## config.mk

```make
export PLATFORM = sky130hd
export DESIGN_NAME = lin_render
export DESIGN_NICKNAME = d
export VERILOG_FILES = /design/src/rtl/lin_render_pkg.sv /design/src/rtl/lin_render_rise_detect.sv /design/src/rtl/lin_render.sv
export SDC_FILE = /design/constraint.sdc
export NUM_CORES = 1
export LEC_CHECK = 0
export BUFFER_PORTS_ARGS = -buffer_cell sky130_fd_sc_hd__buf_4
export CAP_MARGIN = 20
export CORE_UTILIZATION = 57
export CTS_BUF_LIST = sky130_fd_sc_hd__clkbuf_8
export DETAILED_ROUTE_END_ITERATION = 16
export PLACE_DENSITY = 0.86
export SLEW_MARGIN = 20
export SYNTH_ARGS = -nofsm -noshare
export SYNTH_HDL_FRONTEND = slang
export SYNTH_HIERARCHICAL = 1
export SYNTH_SLANG_ARGS = --single-unit
```

## constraint.sdc

```tcl
create_clock -name clk_i -period 3.1 [get_ports clk_i]
set_input_delay 0.31 -clock clk_i [delete_from_list [all_inputs] [get_ports clk_i]]
set_output_delay 0.31 -clock clk_i [all_outputs]
set_load 0.03 [all_outputs]
```

## src/rtl/lin_render_pkg.sv

```systemverilog
// Shared types and constants for the per-line dark-mode renderer.
package lin_render_pkg;

    localparam int unsigned BPC_DEFAULT   = 8;
    localparam int unsigned PIX_W_DEFAULT = 3 * BPC_DEFAULT;

    // Rendering mode; DARK inverts every active pixel.
    typedef enum logic {
        LIGHT = 1'b0,
        DARK  = 1'b1
    } mode_e;

    // Timing controls travelling alongside the pixel word.
    typedef struct packed {
        logic hs;
        logic vs;
        logic de;
    } sync_t;

    // Pixel word width for a given channel depth (R,G,B packed).
    function automatic int unsigned pix_w(input int unsigned bpc);
        return 3 * bpc;
    endfunction

endpackage

```

## src/rtl/lin_render_rise_detect.sv

```systemverilog
// Rising-edge pulse: registers the input and flags the cycle it goes 0 -> 1.
module rise_detect (
    input  logic clk_i,
    input  logic rst_ni,
    input  logic d_i,
    output logic rise_c
);

    logic d_q;

    // Previous-cycle copy of the input.
    always_ff @(posedge clk_i or negedge rst_ni) begin
        if (!rst_ni) begin
            d_q <= 1'b0;
        end else begin
            d_q <= d_i;
        end
    end

    assign rise_c = d_i & ~d_q;

endmodule

```

## src/rtl/lin_render.sv

```systemverilog
// Applies the per-line dark verdict to the live pixel stream with hysteresis;
// mode only changes at line starts so a line is never split.
module lin_render
    import lin_render_pkg::*;
#(
    parameter int unsigned BPC  = BPC_DEFAULT,
    parameter int unsigned HYST = 4,
    parameter int unsigned LAT  = 2
) (
    input  logic                  clk_i,
    input  logic                  rst_ni,
    input  logic                  freeze_i,
    input  logic                  rx_i,
    input  logic                  hs_i,
    input  logic                  vs_i,
    input  logic                  de_i,
    input  logic [pix_w(BPC)-1:0] pix_i,
    output logic                  hs_o,
    output logic                  vs_o,
    output logic                  de_o,
    output logic [pix_w(BPC)-1:0] pix_o,
    output logic                  dark_o
);

    localparam int unsigned PIX_W = pix_w(BPC);
    localparam int unsigned CNT_W = $clog2(HYST) + 1;
    localparam logic [CNT_W-1:0] CNT_MAX = CNT_W'(HYST);

    logic             ls_c;
    logic [CNT_W-1:0] cnt_q;
    logic [CNT_W-1:0] cnt_nxt;
    mode_e            mode_q;

    sync_t            sync_q [LAT];
    logic [PIX_W-1:0] pix_s1_q;
    mode_e            mode_s1_q;

    rise_detect u_ls (
        .clk_i  (clk_i),
        .rst_ni (rst_ni),
        .d_i    (hs_i),
        .rise_c (ls_c)
    );

    // Saturating hysteresis step, taken only on an unfrozen line start.
    always_comb begin
        cnt_nxt = cnt_q;
        if (ls_c && !freeze_i) begin
            if (rx_i) begin
                if (cnt_q < CNT_MAX) begin
                    cnt_nxt = cnt_q + CNT_W'(1);
                end
            end else if (cnt_q != '0) begin
                cnt_nxt = cnt_q - CNT_W'(1);
            end
        end
    end

    // Counter and LIGHT/DARK mode; mode flips only at a line start on the counter extremes.
    always_ff @(posedge clk_i or negedge rst_ni) begin
        if (!rst_ni) begin
            cnt_q  <= '0;
            mode_q <= LIGHT;
        end else begin
            cnt_q <= cnt_nxt;
            if (ls_c) begin
                case (mode_q)
                    LIGHT: if (cnt_nxt == CNT_MAX) mode_q <= DARK;
                    DARK:  if (cnt_nxt == '0)      mode_q <= LIGHT;
                endcase
            end
        end
    end

    // Timing-control delay line.
    always_ff @(posedge clk_i or negedge rst_ni) begin
        if (!rst_ni) begin
            for (int i = 0; i < LAT; i++) begin
                sync_q[i] <= '0;
            end
        end else begin
            sync_q[0] <= '{hs: hs_i, vs: vs_i, de: de_i};
            for (int i = 1; i < LAT; i++) begin
                sync_q[i] <= sync_q[i-1];
            end
        end
    end

    // Stage 1 captures the pixel with the mode in force at its entry; stage 2 renders it.
    always_ff @(posedge clk_i or negedge rst_ni) begin
        if (!rst_ni) begin
            pix_s1_q  <= '0;
            mode_s1_q <= LIGHT;
            pix_o     <= '0;
        end else begin
            pix_s1_q  <= pix_i;
            mode_s1_q <= mode_q;
            if (!sync_q[0].de) begin
                pix_o <= '0;
            end else if (mode_s1_q == DARK) begin
                pix_o <= ~pix_s1_q;
            end else begin
                pix_o <= pix_s1_q;
            end
        end
    end

    assign hs_o   = sync_q[LAT-1].hs;
    assign vs_o   = sync_q[LAT-1].vs;
    assign de_o   = sync_q[LAT-1].de;
    assign dark_o = (mode_q == DARK);

endmodule
```

==> out/results.ini <==
[timing]
tightest_slew_ps = 701
final.setup_skew_ps = 5.15
setup_violations = 0
hold_viol = 0
slew_viol_final = 0
relSlewSlack_pct = 53.3
rsz0062_at_grt = false
fin_tns_setup_ps = 0
period_share_pct = 66.6
fmax_mhz = 484
period_minus_slack_ps = 2070
holdWs_ps = 24.0

[final_layout]
layout.nets = 238
finalNonFillerCells = 254
area_growth_pct = 32.2
drive_above_1_share_pct = 38.5
antenna_cells = 0
fin_area_um2 = 2770
num-fill-cells = 208

[synth]
netlist_area_um2 = 2090
synth-main-ff-cell = dfrtp_1
synth.area.top_cells = dfrtp_1, xor2_1, and2_1
yosysMostFrequentCell = dfrtp_1
yosys.area.top_type_share_pct = 71.7
yosysTopAreaCell = dfrtp_1
synth_common_cells = dfrtp_1, and2_1, xor2_1
syn_nets = 174
syn_area_per_cell_um2 = 15.1
synth.distinct_cells = 21
yosysWarnings = 6
synth_edf_count = 0
ys_seq_area_share_pct = 71.7
synthArstFlopShare_pct = 100
ys_seq_elements = 60
syn_inst = 139

[worst_setup_path]
startpoint_type = flip-flop
reg2reg_from = cnt_q[0]$_DFF_PN0_
critPathLaunch = cnt_q[0]$_DFF_PN0_
crit_path_end_kind = flip-flop
cpPeakStageDelay_ps = 380
path_buf_inv = 1
cp_max_fo = 4
crit_arrival_ps = 2290
rrSetupSlack_ps = 1030
crit_required_ps = 3320
crit_chain = inv_1 > ha_1 > ha_1 > mux2_4 > o211a_1 > o211ai_2 > mux2_4
crit_type = flip-flop to flip-flop
cp_slowest_cell = dfrtp_1
crit_family = multiplexers

[cts]
ctsResizeCount = 0
clk_latency_ps = 330
cts_sinks = 60
cts_tree = yes
cts_setup_buffers = 0
clk_pin_slew_ps = 60
cts_max_path_buffers = 2
htree_levels = 3
numCtsBuffers = 9
cts_hold_buf = 0
cts-root-buf = clkbuf_8

[floorplanning]
die_y_um = 62.6
initial_core_util_pct = 61.3
die_area_um2 = 3920
ioPinCount = 59
core_area_um2 = 3420
dieWidth_um = 62.6
num_rows = 21

[power]
p_per_area_nw_per_um2 = 899
vdd_drop_max_mv = 0.533
p_leak_uw = 0.00140

[job]
drv_cap = 0

[place]
dp_hpwl_um = 2570
io_buffers = 58
post_dp_cell_area_um2 = 2560
gp_congestion = 0.702
post-place-cells = 238

[hold_path]
hold_class = input port to asynchronous set/reset pin

[global_routing]
grt_pass1_vias = 1307
grt_pass1_wl_um = 6240
grt_usage_pct = 22.8
grt_max_degree = 61
grt_overflow = 0
antenna_found_initial = 0

[routing]
num_vias = 1184
wl_met1_um = 1370
wl_um = 3700
first_iter_violations = 62
highest_layer = met4
drt_pass1_iterations = 4
drc = 0
antenna_left = 0
wl_per_cell_um = 14.6
met2WireLength_um = 2020
vias_per_cell = 4.66
wl_met3_um = 248

[run_status]
status = finished clean

through the flow:
step / setup WS (ps) / total power [uW] / utilization (%)
floorplan: 1210 / 1530 / -
global placement: 1190 / 1760 / 75.1
detailed placement: 1070 / 1810 / 75.1
CTS: 1040 / 2510 / 81.0
global route: 951 / 2610 / 81.1
finish: 1030 / 2490 / 81.1
placed cells by master, fill, tap and decap left out, drive strengths merged:
master,Yosys,routed
clkinvlp,0,1
and3b,1,1
nor3,2,2
o211a,1,1
ha,4,4
xnor2,1,1
a21oi,1,1
nand2,2,2
clkbuf,2,11
inv,5,6
buf,3,58
xor2,24,24
mux2,2,2
and2,24,24
o32a,1,1
o21bai,1,1
nand2b,1,1
dfrtp,60,60
nor2b,1,1
bufinv,0,1
o211ai,1,1
nor2,1,1
clkinv,0,2
o21ai,1,1
worst paths after layout:
path | to | cells past startpoint
min | sync_q[4]$_DFF_PN0_ | 1
max in group asynchronous | mode_s1_q$_DFF_PN0_ | 1
max reg2reg | flip-flop | 7
min reg2reg | hs_o$_DFF_PN0_ | 0
max | flip-flop | 7
min in group clk_i | pix_s1_q[20]$_DFF_PN0_ | 1
state kept, by name, indices dropped and copies added (netlist names), named ones only:
signal,count
mode_s1_q,1
hs_o,1
pix_s1_q,24
cnt_q,3
u_ls/d_q,1
de_o,1
pix_o,24
sync_q,3
vs_o,1
final cells by class:
type | count | area, um^2 | share of cell area [%]
tap | 46 | 57.6 | 2.08
clock inverter | 5 | 51.3 | 1.85
sequential | 60 | 1500 | 54.3
clock buffer | 11 | 151 | 5.47
timing repair buffer | 58 | 435 | 15.7
inverter | 5 | 18.8 | 0.678
multi-input combinational | 69 | 552 | 19.9
cell families (layout without fill, tap and decap cells):
group / after synthesis / after routing / synth area share (%)
compound gates: 6 / 6 / 2.45
xor+xnor: 25 / 25 / 10.5
fa+ha+maj: 4 / 4 / 2.39
buf+inv: 10 / 79 / 1.97
flops: 60 / 60 / 71.7
mux: 2 / 2 / 1.43
simple gates: 32 / 32 / 9.62
where the power goes:
| part | internal (uW) | switching (uW) | total, uW |
|---|---|---|---|
| combinational | 329 | 406 | 735 |
| sequential | 929 | 140 | 1070 |
| clock | 408 | 276 | 685 |
routing by layer:
layer | track usage, % | vias up
met5 | 0 | -
met4 | 13.1 | 0
met3 | 10.2 | 6
met2 | 36.8 | 41
met1 | 24.9 | 582
li1 | - | 555
Power figures use the tool's default switching activity.
